## src/rtl/clock_meter_pkg.sv

```systemverilog
// Shared constants and FSM encoding for the clock period meter.
// Defaults size the counter for periods up to 2**26-1 reference cycles.
package clock_meter_pkg;

  typedef enum logic [1:0] {
    ST_IDLE    = 2'd0,
    ST_ARM     = 2'd1,
    ST_MEASURE = 2'd2
  } meter_state_e;

  localparam int unsigned CNT_W_DEF   = 26;
  localparam int unsigned TIMEOUT_DEF = (32'd1 << CNT_W_DEF) - 32'd1;

endpackage

```

## src/rtl/clock_period_meter_if.sv

```systemverilog
// Control and result signals of the period meter; master drives enable/slow_in.
// No handshake: results are single-cycle pulses plus a held period value.
interface clock_period_meter_if
  import clock_meter_pkg::*;
#(
  parameter int unsigned CNT_W = CNT_W_DEF
);

  logic             enable;
  logic             slow_in;
  logic             rise_tick;
  logic [CNT_W-1:0] period_out;
  logic             period_valid;
  logic             timeout;
  logic             busy;

  modport master (
    output enable, slow_in,
    input  rise_tick, period_out, period_valid, timeout, busy
  );

  modport slave (
    input  enable, slow_in,
    output rise_tick, period_out, period_valid, timeout, busy
  );

endinterface

```

## src/rtl/sync_edge_detect.sv

```systemverilog
// Two-flop synchronizer plus history flop; rise is high for one cycle per rising edge of d.
// rise is combinational from the flops, valid two clock_in edges after d goes high.
module sync_edge_detect (
  input  logic clock_in,
  input  logic reset_n,
  input  logic d,
  output logic rise
);

  logic s1_q, s2_q, s3_q;

  always_ff @(posedge clock_in or negedge reset_n) begin
    if (!reset_n) begin
      s1_q <= 1'b0;
      s2_q <= 1'b0;
      s3_q <= 1'b0;
    end else begin
      s1_q <= d;
      s2_q <= s1_q;
      s3_q <= s2_q;
    end
  end

  assign rise = s2_q & ~s3_q;

endmodule

```

## src/rtl/clock_period_meter.sv

```systemverilog
// Measures rising-to-rising period of an asynchronous slow_in in clock_in cycles.
// Results register on the same edge as rise_tick (3 edges after slow_in goes high); no backpressure.
module clock_period_meter
  import clock_meter_pkg::*;
#(
  parameter int unsigned CNT_W   = CNT_W_DEF,
  parameter int unsigned TIMEOUT = TIMEOUT_DEF
) (
  input  logic                clock_in,
  input  logic                reset_n,
  clock_period_meter_if.slave mif
);

  localparam logic [CNT_W-1:0] CNT_LAST = CNT_W'(TIMEOUT - 1);
  localparam logic [CNT_W-1:0] CNT_ONE  = CNT_W'(1);

  meter_state_e     state_q, state_d;
  logic [CNT_W-1:0] count_q, count_d;
  logic [CNT_W-1:0] period_q, period_d;
  logic             rise;
  logic             rise_tick_q;
  logic             period_valid_q, period_valid_d;
  logic             timeout_q, timeout_d;
  logic             at_limit;

  sync_edge_detect u_sync (
    .clock_in (clock_in),
    .reset_n  (reset_n),
    .d        (mif.slow_in),
    .rise     (rise)
  );

  assign at_limit = (count_q == CNT_LAST);

  always_ff @(posedge clock_in or negedge reset_n) begin
    if (!reset_n) begin
      state_q <= ST_IDLE;
    end else begin
      state_q <= state_d;
    end
  end

  always_comb begin
    state_d = state_q;
    if (!mif.enable) begin
      state_d = ST_IDLE;
    end else begin
      case (state_q)
        ST_IDLE:    state_d = ST_ARM;
        ST_ARM:     if (rise) state_d = ST_MEASURE;
        ST_MEASURE: if (!rise && at_limit) state_d = ST_ARM;
        default:    state_d = ST_IDLE;
      endcase
    end
  end

  // A rise at the limit still counts as a period; timeout only fires without one.
  always_comb begin
    count_d        = '0;
    period_d       = period_q;
    period_valid_d = 1'b0;
    timeout_d      = 1'b0;
    if (mif.enable && state_q == ST_MEASURE) begin
      if (rise) begin
        period_d       = count_q + CNT_ONE;
        period_valid_d = 1'b1;
      end else if (at_limit) begin
        timeout_d = 1'b1;
      end else begin
        count_d = count_q + CNT_ONE;
      end
    end
  end

  always_ff @(posedge clock_in or negedge reset_n) begin
    if (!reset_n) begin
      count_q        <= '0;
      period_q       <= '0;
      rise_tick_q    <= 1'b0;
      period_valid_q <= 1'b0;
      timeout_q      <= 1'b0;
    end else begin
      count_q        <= count_d;
      period_q       <= period_d;
      rise_tick_q    <= rise;
      period_valid_q <= period_valid_d;
      timeout_q      <= timeout_d;
    end
  end

  assign mif.rise_tick    = rise_tick_q;
  assign mif.period_out   = period_q;
  assign mif.period_valid = period_valid_q;
  assign mif.timeout      = timeout_q;
  assign mif.busy         = (state_q != ST_IDLE);

endmodule

```

## src/flat_wrapper.sv

```systemverilog
// flat-port wrapper written by rule: the top's interface ports become plain ports
module clock_period_meter_flat import clock_meter_pkg::*;
#(
  parameter int unsigned CNT_W   = CNT_W_DEF,
  parameter int unsigned TIMEOUT = TIMEOUT_DEF
)
  (clock_in, reset_n, mif_enable, mif_slow_in, mif_rise_tick, mif_period_out, mif_period_valid, mif_timeout, mif_busy);
  clock_period_meter_if #(.CNT_W(CNT_W)) mif_i ();
  input  logic clock_in;
  input  logic reset_n;
  input wire logic [$bits(mif_i.enable)-1:0] mif_enable;
  input wire logic [$bits(mif_i.slow_in)-1:0] mif_slow_in;
  output wire logic [$bits(mif_i.rise_tick)-1:0] mif_rise_tick;
  output wire logic [$bits(mif_i.period_out)-1:0] mif_period_out;
  output wire logic [$bits(mif_i.period_valid)-1:0] mif_period_valid;
  output wire logic [$bits(mif_i.timeout)-1:0] mif_timeout;
  output wire logic [$bits(mif_i.busy)-1:0] mif_busy;
  assign mif_i.enable = mif_enable;
  assign mif_i.slow_in = mif_slow_in;
  assign mif_rise_tick = mif_i.rise_tick;
  assign mif_period_out = mif_i.period_out;
  assign mif_period_valid = mif_i.period_valid;
  assign mif_timeout = mif_i.timeout;
  assign mif_busy = mif_i.busy;
  clock_period_meter #(.CNT_W(CNT_W), .TIMEOUT(TIMEOUT)) u_core (.clock_in(clock_in), .reset_n(reset_n), .mif(mif_i));
endmodule
```

## config.mk

```make
export PLATFORM = sky130hd
export DESIGN_NAME = clock_period_meter_flat
export DESIGN_NICKNAME = d
export VERILOG_FILES = /design/src/rtl/clock_meter_pkg.sv /design/src/rtl/clock_period_meter_if.sv /design/src/rtl/sync_edge_detect.sv /design/src/rtl/clock_period_meter.sv /design/src/flat_wrapper.sv
export SDC_FILE = /design/constraint.sdc
export NUM_CORES = 1
export LEC_CHECK = 0
export BUFFER_PORTS_ARGS = -buffer_cell sky130_fd_sc_hd__buf_2
export CAP_MARGIN = 20
export CORE_ASPECT_RATIO = 1.1
export CORE_MARGIN = 2
export CORE_UTILIZATION = 56
export CTS_CLUSTER_SIZE = 30
export DETAILED_ROUTE_END_ITERATION = 10
export PLACE_DENSITY = 0.78
export SETUP_SLACK_MARGIN = 0.15
export SLEW_MARGIN = 20
export SYNTH_ARGS = -nofsm -noshare
export SYNTH_HDL_FRONTEND = slang
export SYNTH_SLANG_ARGS = --single-unit
```

## constraint.sdc

```tcl
create_clock -name clock_in -period 2.4 [get_ports clock_in]
set_clock_uncertainty 0.1 [all_clocks]
set_input_delay 0.36 -clock clock_in [delete_from_list [all_inputs] [get_ports clock_in]]
set_output_delay 0.36 -clock clock_in [all_outputs]
set_load 0.02 [all_outputs]
```

Word-level counts from Yosys, hierarchy flattened
Cells that the tools add are included.

word-level totals
  output and inout port bits = 30
  register bits after elaboration = 60

operators by class
  bitwise logic cells = 2
  reduce and logical (&&, ||, !) cells = 7
  mux-type cells = 12
  add/sub/neg operators = 1
  eq/ne operators = 5

operators by type and width
  operator                                                count
  two-way mux 26 bit                                      3
  adder 26 x 1 -> 26 bit (second input constant)          1
  == test 26 bit (second input constant)                  1
  two-way mux 2 bit                                       3
  inequality test 3 x 2 -> 1 bit (second input constant)  2
  case mux 2 bit (3 select lines)                         1
  two-way mux 1 bit                                       5
  AND reduction 2 bit                                     2
  == test 2 x 1 -> 1 bit (second input constant)          1
  == test 2 bit (second input constant)                   1
  logical AND 1 bit                                       2
  zero test 2 bit                                         1
  nonzero test 2 bit                                      1
  bitwise AND 1 bit                                       1
  zero test 1 bit                                         1
  inverter 1 bit                                          1

Depth between registers and ports, before layout
Gate-level depths: netlist of the first run.

  word-level depth = 7
  gate-level depth with buffers = 7
  depth with buffers taken out = 7

By module
From an unflattened synthesis of the first run, not the netlist that was laid out.

second synthesis, totals
  cell total of the unflattened synthesis = 246
  area, all modules = 2537.4 µm²

modules (own cells, without submodules)
  module              area each (µm²)  cells an instance  instances
  clock_period_meter  2448.6           242                1
  sync_edge_detect    88.8             4                  1

Least setup slack after synthesis of the first run
No wires, ideal clock.

  path type = reg2reg
  from = register u_core.count_q[15]
  to = register u_core.period_q[25] (netlist: u_core.mif.period_out[25])
  slack = 522 ps
  data required time = 2218 ps
  library setup time = 82 ps
  arrival = 1696 ps
  path buffers = 1
  stages on the path, launching flop included = 7
  cell sequence = dfrtp_1 -> and4_4 -> nand2_4 -> or3_1 -> buf_2 -> or3_1 -> a31oi_1

between the ends
  word-level cells in the longest chain between the ends = 1

RTL lines
  item                    RTL line                  source
  start, declared         clock_period_meter.sv:18  logic [CNT_W-1:0] count_q, count_d;
  start signal, assigned  clock_period_meter.sv:83  count_q <= count_d;
  adder 26 x 1 -> 26 bit  clock_period_meter.sv:65  period_d = count_q + CNT_ONE;
  end signal, assigned    clock_period_meter.sv:84  period_q <= period_d;
  end, declared           clock_period_meter.sv:19  logic [CNT_W-1:0] period_q, period_d;

No other way between the ends.
A chain may end at the register's enable or synchronous reset.

Worst setup path after layout of the first run
  from = register u_core.count_q[1]
  to = register u_core.period_q[24] (netlist: u_core.mif.period_out[24])

The elaborated chain is that of the path after synthesis.

==> results of run 1 <==
==> cell usage in the layout, fill, tap and decap left out <==
master	netlist	routed
buf_2	3	33
o21ai_1	7	7
nor3_1	5	5
ha_1	2	2
nor4_2	2	1
dfrtp_1	60	60
a31oi_1	1	1
a21oi_1	10	10
or2_2	1	1
inv_1	4	4
nor3b_2	1	1
nand4_2	2	2
nand2_4	1	1
nand2b_1	1	1
clkinv_1	1	1
or3_1	2	2
clkbuf_8	0	9
and3_1	1	1
nand2_1	32	32
a32o_1	1	1
nor3_2	1	1
clkbuf_1	4	4
xnor2_1	10	10
o21ai_0	13	13
nor2_1	40	40
o22ai_1	1	1
and4_4	1	1
dlygate4sd3_1	0	1
o31ai_1	1	1
or4_4	1	1
buf_12	0	1
nand4_1	9	9
buf_4	0	5
nor4_1	3	3
nand3b_1	1	1
o21bai_4	0	1
nor4_4	0	1
nand3_1	7	7
xor2_1	13	13
==> path summary, 6_finish.rpt <==
kind                            cells after the start                   endpoint
max in group asynchronous                           3         u_core.count_q[25]
worst max register to register                      6  u_core.mif.period_out[24]
min in group asynchronous                           2  u_core.mif.period_out[17]
worst min register to register                      0         u_core.u_sync.s2_q
worst max-delay path                                6  u_core.mif.period_out[24]
worst min-delay path                                1         u_core.u_sync.s1_q
==> registers in the layout, summed over array words and instances (netlist names) <==
signal / flops
u_core.count_q: 26
u_core.mif.period_out: 26
u_core.state_q: 2
u_core.mif.period_valid: 1
u_core.mif.rise_tick: 1
u_core.mif.timeout: 1
u_core.u_sync.s1_q: 1
u_core.u_sync.s2_q: 1
u_core.u_sync.s3_q: 1
==> logic make-up (layout without fill, tap and decap cells) <==
group | Yosys count | count (layout) | synth area share [%]
compound gates | 35 | 35 | 7.59
fa+ha+maj | 2 | 2 | 0.992
buf+inv | 13 | 58 | 2.08
xor+xnor | 23 | 23 | 7.99
simple gates | 111 | 111 | 21.8
flops | 60 | 60 | 59.5
==> critical path, cell delays in order (launching register included) <==
cell,delay [ns]
dfrtp_1,0.41
ha_1,0.26
nand4_1,0.23
or4_4,0.50
nor3_1,0.24
xnor2_1,0.17
o21ai_1,0.08
==> power by group through the flow <==
stage,Sequential [W],Clock (W),Combinational [W]
2_1_floorplan,0.00113,0,0.0000379
6_report,0.00107,0.000695,0.000146
3_5_place_dp,0.00109,0,0.000148
3_3_place_gp,0.00108,0,0.000145
4_1_cts,0.00107,0.000712,0.000150
5_1_grt,0.00107,0.000756,0.000164
==> through the flow <==
step	std cells	power [W]	util, %	worst slack [ns]
after detailed placement	329	0.00123	64.4	0.253
after CTS	343	0.00193	67.8	0.231
after global placement	329	0.00123	64.4	0.363
after floorplan	244	0.00116	-	0.522
final	343	0.00191	68.2	0.279
after global routing	343	0.00199	68.2	0.0880
==> per-layer routing <==
metal / vias up / wire length, microns / share of wire [%]
met5: - / 0 / 0
met4: 0 / 89 / 1.9
met3: 9 / 229 / 4.8
met2: 41 / 2200 / 47
met1: 862 / 2210 / 47
li1: 914 / - / -
==> repair_timing <==
| action | CTS | global route |
|---|---|---|
| resized for setup | 0 | 2 |
| endpoints found under the hold margin | 24 | 0 |
| setup endpoints to repair | 0 | 18 |
| buffers inserted | 0 | 0 |
| hold buffers | 1 | 0 |
==> cell type report <==
| class | instances | area (sq um) |
|---|---|---|
| clock buffer | 13 | 139 |
| fill | 340 | 1370 |
| inverter | 5 | 18.8 |
| multi-input combinational | 171 | 985 |
| sequential | 60 | 1500 |
| tap | 54 | 67.6 |
| timing repair buffer | 40 | 233 |
==> impl_results.md, run 1 <==
- Drt via density: 5.32
- Commonest cells post-synth: dfrtp_1, nor2_1, nand2_1
- Initial core utilization: 58.4%
- RSZ-0062 raised after global routing: false
- Pwr dens: 649 nW/um^2
- Post-synthesis cell type with the largest combined area: dfrtp_1
- Yosys reg bits: 60
- Clock buffer depth: 2
- Tightest Pin Transition: roughly 0.6 ns
- Hold Crit Start: mif_slow_in
- Share of cells above drive strength 1: between 20% and 30%
- Final hold violation count: 0
- Post-DR wirelength/cell: between 10 and 15 microns
- Count leader, synth: dfrtp_1
- DRC: 0
- Hold slack: 0.0322 ns
- Gr usage total: 21.9%
- Top Ports: 34
- Initial antenna violation count: 0
- Row cnt: 25
- Setup crit start: u_core.count_q[1]
- EDFF count, synth: 0
- Cell area after layout: 2940 sq um
- Final nets: 293
- Vias in the first global route: 1688
- Register area share after synthesis: 59.5%
- Peak VDD IR: 0.443 mV
- Net Count, Synth: 250
- Tmin final: 2.12 ns
- # diodes: 0
- Slew Limit Fails: 0
- Largest net degree at the start of global routing: 37
- Routability Congestion: 0.866
- Critical path launch point type: register
- Status: finished clean
- Setup TNS: 0 ns
- Mapped Cells: between 200 and 250
- DP Area: 2780 sq um
- Die H: between 70 and 80 microns
- Post-synth ARST share: 100%
- Fmax: 471 MHz
- First-pass GRT wire length: 7940 microns
- Critical path required time: between 2 and 3 ns
- Critical path endpoint category: register
- Grt peak-use layer: met2
- Max Cap Viol: 0
- PortBufs: 33
- Skew-Pair Late Insertion Delay: 0.33 ns
- P_sw: between 0.0004 and 0.0005 W
- Drt total wl: 4730 microns
- Leakage: 1.35 nW
- DR vias: 1826
- Internal Pwr Total: about 0.0015 W
- Met3 GRT Util: 7.26%
- Iter 0 DRT Violations: 154
- Worst-path fanout max: 5
- DIE AREA: 5060 sq um
- TritonRoute pass-1 iters: 4
- Die X: 68.0 microns
- Synth warnings: 0
- Post-synth top flop: dfrtp_1
- Combinational share of power: 7.7%
- Total gr overflow: 0
- GR met2 Demand/Resource: about a third
- Final Setup Violations: 0
- Area contributors post-synth: dfrtp_1, nor2_1, nand2_1, xor2_1, xnor2_1
- Met1 GRT Util: 30.2%
- Layout area overhead: 16.7%
- Clk pwr share: a little over a third
- Clk slew on worst S/H paths: 0.06 ns
- Sw Ratio: between 20% and 30%
- R2r startpoint: u_core.count_q[1]
- Tcrit/Tclk final: between 80% and 90%
- Synth top area share: 59.5%
- Mapped Area: 2520 sq um
- Num CTS Buffers: 9
- CTS tree: built
- Final ANT Viol Nets: 0
- Signal arrival time at the worst endpoint: about 2.2 ns
- Sequential share of power: 56.0%
- Synthesized area per cell: 10.3 sq um
- Type of the worst setup path: reg -> reg
- DP HPWL: about 3300 microns
- H-tree levels: 3
- Clock root cell: clkbuf_8
- Class of the worst hold path: in -> reg
- CORE AREA: 4320 sq um
- Distinct cell type count after synthesis: 35
- CTS sink cnt: 60
- Worst R2R Setup Slack: about 0.28 ns
- Slew headroom: 61.0%
Power figures use the tool's default switching activity.
==> run 2, diff against run 1 <==
- CELL_PAD_IN_SITES_DETAIL_PLACEMENT: default -> 0
- CELL_PAD_IN_SITES_GLOBAL_PLACEMENT: default -> 2
- CORE_UTILIZATION: 56 -> 36
- PLACE_DENSITY: 0.78 -> default
- PLACE_DENSITY_LB_ADDON: default -> 0.1
- RECOVER_POWER: default -> 25
==> run 2 against run 1 <==
Compared with the run above:
- hold slack got worse by 0.0039 ns
- register-to-register slack better by 0.07 ns
- first-iteration DRC count is 55% lower
- global-route usage is 6.6 points lower
- total power is 6.5% higher
- final cell count up 9.0%
- sequential power hardly changed
- largest cell class unchanged
- largest power group unchanged
- highest routed layer unchanged
==> impl_results.md, run 2 (synthesized netlist as in run 1, its figures left out) <==
- Slowest CP cell: or3_1
- Worst-path fanout max: 7 (+2)
- RSZ-0062 raised after global routing: false
- Sequential share of power: 52.5% (-3.5 points)
- Peak VDD IR: 0.413 mV (-6.7%)
- DRC: 0 (unchanged)
- Clock root cell: clkbuf_8
- Iter 0 DRT Violations: 69 (-55%)
- Critical path required time: 2.55 ns (+0.04 ns)
- Clk slew on worst S/H paths: 0.06 ns (about the same)
- Worst Reg-to-Reg Cells: 5 (-1)
- DR vias: 1774 (-2.8%)
- Pwr dens: 682 nW/um^2 (+5.2%)
- Status: finished clean
- TritonRoute pass-1 iters: 4 (unchanged)
- Combinational share of power: 7.1% (-0.6 points)
- # diodes: 0 (unchanged)
- Class of the worst hold path: in -> reg
- Hold depth: 1 (unchanged)
- Commonest non-fill, non-tap cell in the layout: dfrtp_1
- Type of the worst setup path: reg -> reg
- Fin util: 43.3% (-25 points)
- Slowest Stage Delay on Critical Path: 0.48 ns (-0.02 ns)
- WP depth: 5 (-1)
- Largest net degree at the start of global routing: 61 (+65%)
- Post-DR wirelength/cell: 13.9 microns (+0.43%)
- Footprint of the multi-input gates: 968 sq um (-1.7%)
- Most used cell, CP: or3_1
- Top delay family on crit path: simple AND/OR/NAND/NOR gates
- Leakage: 1.34 nW (-0.41%)
- Row cnt: 32 (+28%)
- Top Ports: 34 (unchanged)
- Initial core utilization: 36.6% (-22 points)
- Final Setup Violations: 0 (unchanged)
- First-pass GRT wire length: 9020 microns (+14%)
- Drt total wl: 5180 microns (+9.5%)
- Critical path launch point type: register
- Final ANT Viol Nets: 0 (unchanged)
- Tightest Pin Transition: 1.33 ns (+0.747 ns)
- Most frequent cells in the layout: dfrtp_1, nor2_1, buf_2
- Sw Ratio: 24.3% (+0.62 points)
- Register Area: 1500 sq um (unchanged)
- Signal arrival time at the worst endpoint: 2.20 ns (-0.03 ns)
- Clock buffer depth: 2 (unchanged)
- CTS tree: built
- DP HPWL: 3450 microns (+3.8%)
- H-tree levels: 3 (unchanged)
- Gr usage total: 15.2% (-6.6 points)
- Share of cells above drive strength 1: 21.8% (+1.4 points)
- Layout area overhead: 18.2%
- Setup TNS: 0 ns (unchanged)
- CORE AREA: 6890 sq um (+60%)
- Filler cells: 694 (+100%)
- Tcrit/Tclk final: 85.5% (-2.9 points)
- Crit-path cells: and4_4 > nand2_4 > or3_1 > or3_1 > a31oi_1
- Internal Pwr Total: 0.00154 W (+5.6%)
- Vias in the first global route: 1779 (+5.4%)
- Tmin final: 2.05 ns (-0.0699 ns)
- CTS sink cnt: 60 (unchanged)
- Die X: 83.8 microns (+23%)
- Crit path buffers/inverters: 0 (unchanged)
- Fin cells: 374 (+9.0%)
- Skew-Pair Late Insertion Delay: 0.34 ns (about the same)
- Final hold violation count: 0 (unchanged)
- Routability Congestion: 0.766 (-11%)
- Critical path endpoint category: register
- Die H: 91.8 microns (+23%)
- Fmax: 488 MHz (+3.4%)
- Drt via density: 4.74 (-11%)
- Clk pwr share: 40.4% (+4.0 points)
- Slew headroom: 11.2% (-50 points)
- Final nets: 292 (-0.34%)
- Num CTS Buffers: 9 (unchanged)
- Slew Limit Fails: 0 (unchanged)
- Max Cap Viol: 0 (unchanged)
- Initial antenna violation count: 0 (unchanged)
- Total gr overflow: 0 (unchanged)
- PortBufs: 33 (unchanged)
- DP Area: 2810 sq um (+1.1%)
- Placed Cells: 359 (+9.1%)
- DIE AREA: 7690 sq um (+52%)
- Cell area after layout: 2980 sq um (+1.2%)
- P_sw: 0.000495 W (+9.2%)
[run 2: what timing repair did]
item / CTS / global route
endpoints found under the hold margin: 60 / 0
hold buffers: 1 / 0
setup buffers: 0 / 0
gates resized for setup: 0 / 0
[run 2: layout make-up]
| type | instances | share of cell area, % |
|---|---|---|
| Tap cell | 85 | 3.57 |
| Clock inverter | 2 | 0.336 |
| Clock buffer | 12 | 5.54 |
| Multi-Input combinational cell | 171 | 32.5 |
| Inverter | 5 | 0.630 |
| Sequential cell | 60 | 50.4 |
| Timing Repair Buffer | 39 | 7.05 |
[run 2: final timing paths]
path / to / start / slack [ns]
min reg2reg: u_core.u_sync.s2_q / u_core.u_sync.s1_q / 0.25
max in group asynchronous: u_core.mif.period_out[4] / reset_n / 0.53
min in group asynchronous: u_core.mif.period_out[19] / reset_n / 0.86
max reg2reg: u_core.mif.period_out[25] / u_core.count_q[15] / 0.35
min: u_core.u_sync.s1_q / mif_slow_in / 0.03
max: u_core.mif.period_out[25] / u_core.count_q[15] / 0.35
[run 2: per-layer routing]
layer / track usage [%] / wire (microns)
met3: 4.05 / 177
met4: 8.06 / 125
met5: 0 / 0
met2: 21.3 / 2200
met1: 21.5 / 2680
[run 2: power groups by stage]
| stage | Combinational [W] | Sequential (W) | Clock [W] |
|---|---|---|---|
| after floorplan | 0.0000379 | 0.00113 | 0 |
| after global placement | 0.000148 | 0.00109 | 0 |
| after detailed placement | 0.000150 | 0.00109 | 0 |
| after CTS | 0.000151 | 0.00107 | 0.000855 |
| after global routing | 0.000161 | 0.00107 | 0.000905 |
| final | 0.000144 | 0.00107 | 0.000821 |
[run 2: metrics by stage]
stage	hold slack, ns	total power (W)	setup slack [ns]
detailed placement	0.239	0.00123	0.376
global placement	0.243	0.00123	0.394
floorplan	-0.0356	0.00116	0.522
CTS	0.0113	0.00207	0.351
global route	0.00951	0.00214	0.163
finish	0.0283	0.00203	0.349
==> run 3, diff against run 2 <==
- CAP_MARGIN: 20 -> 25
- clock period: 2.4 -> 2.2 ns (I/O delays scaled with it)
==> run 3 against run 2 <==
Compared with the run above:
- register-to-register slack worse by 0.16 ns
- critical path depth is 1 higher
- global-route usage is 0.25 points lower
- total power is 11% higher
- non-clock buffer count is 8 higher
- utilization is 2.1 points higher
- sequential share of layout area is 2.3 points lower
- largest power group unchanged
- final cell count is 2.4% higher
- highest routed layer unchanged
- first-iteration DRC count is 1.4% lower
==> impl_results.md, run 3 (synthesized netlist as in run 1, its figures left out) <==
- Setup TNS: 0 ns (unchanged)
- CORE AREA: 6890 sq um (unchanged)
- Drt via density: 4.80 (+1.1%)
- DIE AREA: 7690 sq um (unchanged)
- Commonest non-fill, non-tap cell in the layout: dfrtp_1
- Peak VDD IR: 0.388 mV (-6.2%)
- Layout area overhead: 24.0%
- Hold Crit Start: mif_enable
- Worst-path fanout max: 6 (-1)
- Highest Signal Layer: met4
- Clock root cell: clkbuf_8
- DR vias: 1837 (+3.6%)
- Iter 0 DRT Violations: 68 (-1.4%)
- Slew headroom: 46.0% (+35 points)
- Type of the worst setup path: reg -> reg
- Vias in the first global route: 1813 (+1.9%)
- Max Cap Viol: 0 (unchanged)
- Worst slack, placed: 0.121 ns (-0.255 ns)
- Footprint of the multi-input gates: 1030 sq um (+6.5%)
- CTS tree: built
- Final ANT Viol Nets: 0 (unchanged)
- PortBufs: 33 (unchanged)
- Largest net degree at the start of global routing: 61 (unchanged)
- Metal2 WL: 2270 microns (+3.3%)
- Worst Reg-to-Reg Cells: 6 (+1)
- Tcrit/Tclk final: 91.3% (+5.9 points)
- CTS sink cnt: 60 (unchanged)
- Critical path endpoint category: register
- Metal3 WL: 166 microns (-6.2%)
- First-pass GRT wire length: 9030 microns (about the same)
- Fmax: 498 MHz (+2.1%)
- Post-DR wirelength/cell: 13.7 microns (-1.3%)
- Register Area: 1500 sq um (+0.17%)
- Critical path launch point type: register
- Leakage: 1.42 nW (+5.6%)
- Most frequent cells in the layout: dfrtp_1, nor2_1, buf_2
- Class of the worst hold path: in -> reg
- Initial antenna violation count: 0 (unchanged)
- Worst Hold Endpoint: u_core.state_q[0]
- Routability Congestion: 0.764 (-0.37%)
- Total gr overflow: 0 (unchanged)
- Status: finished clean
- RSZ-0062 raised after global routing: true
- Signal arrival time at the worst endpoint: 2.12 ns (-0.08 ns)
- DRC: 0 (unchanged)
- # diodes: 0 (unchanged)
- Hold depth: 3 (+2)
- Share of cells above drive strength 1: 26.5% (+4.7 points)
- Row cnt: 32 (unchanged)
- Die X: 83.8 microns (unchanged)
- Initial core utilization: 36.6% (unchanged)
- TritonRoute pass-1 iters: 4 (unchanged)
- Slew Limit Fails: 0 (unchanged)
- Critical path required time: 2.31 ns (-0.24 ns)
- H-tree levels: 3 (unchanged)
- Worst R2R Setup Slack: 0.19 ns (-0.16 ns)
- Tmin final: 2.01 ns (-0.0414 ns)
- Num CTS Buffers: 9 (unchanged)
- Total power: 0.00225 W (+11%)
- FF-to-FF End: u_core.mif.period_out[22]
- Clock buffer depth: 2 (unchanged)
- Top Ports: 34 (unchanged)
- Gr usage total: 15.0% (-0.25 points)
- Die H: 91.8 microns (unchanged)
- Final nets: 300 (+2.7%)
- DP HPWL: 3500 microns (+1.5%)
- Post-Route M1 WL: 2710 microns (+0.89%)
- Tightest Pin Transition: 0.810 ns (-0.522 ns)
- Skew-Pair Late Insertion Delay: 0.33 ns (about the same)
- Drt total wl: 5240 microns (+1.1%)
- Final worst slack: 0.190 ns (-0.159 ns)
- Clk slew on worst S/H paths: 0.07 ns (about the same)
- Final Setup Violations: 0 (unchanged)
- Final hold violation count: 0 (unchanged)
- Pwr dens: 720 nW/um^2 (+5.6%)
- R2r startpoint: u_core.count_q[0]
- Filler cells: 701 (+1.0%)
## run 3: layer usage
layer / vias to the layer above / GRT usage [%]
li1: 935 / -
met1: 863 / 21.2
met2: 30 / 21.8
met3: 9 / 3.06
met4: 0 / 7.66
met5: - / 0
## run 3: how the worst max path moves through the flow
| stage | start | cells after the start | endpoint | slack, ns |
|---|---|---|---|---|
| 2_1_floorplan | u_core.count_q[15] | 6 | u_core.mif.period_out[25] | 0.32 |
| 3_3_place_gp | u_core.count_q[0] | 6 | u_core.mif.period_out[22] | 0.10 |
| 3_5_place_dp | u_core.count_q[0] | 6 | u_core.mif.period_out[24] | 0.12 |
| 4_1_cts | u_core.count_q[0] | 6 | u_core.mif.period_out[24] | 0.16 |
| 5_1_grt | u_core.count_q[0] | 7 | u_core.state_q[1] | 0.09 |
| 6_report | u_core.count_q[0] | 6 | u_core.mif.period_out[22] | 0.19 |
## run 3: where the power goes
part	total, W	leakage (nW)	internal, W	switching, W
combinational	0.000159	0.502	0.0000519	0.000107
sequential	0.00117	0.818	0.00114	0.0000215
clock	0.000927	0.0986	0.000525	0.000402
## run 3: per-stage QoR
step / hold slack (ns) / utilization [%] / instances / area (sq um)
detailed placement: 0.240 / 41.2 / 363 / 2840
floorplan: -0.0656 / - / 244 / 2520
CTS: 0.131 / 44.3 / 380 / 3050
global placement: 0.243 / 41.2 / 363 / 2840
finish: 0.144 / 45.4 / 383 / 3130
global route: 0.154 / 45.4 / 383 / 3130
## run 3: final cells by class
class                      instances  area share, %
tap                               85           3.40
clock buffer                      14           5.84
inverter                           5          0.720
multi-input combinational        171           33.0
clock inverter                     1          0.160
sequential                        60           48.1
timing repair buffer              47           8.80
## run 3: critical path: stages, from the launching register on
cell	delay (ns)
dfrtp_2	0.43
ha_4	0.18
nand4_1	0.18
or4_4	0.62
nor3_4	0.16
xnor2_2	0.14
o21ai_1	0.09
## run 3: timing repair
action,4_1_cts,5_1_grt
hold buffers,2,0
pin swaps,0,2
endpoints found under the hold margin,61,0
setup buffers,0,3
resized for setup,1,12
setup endpoints to repair,4,39
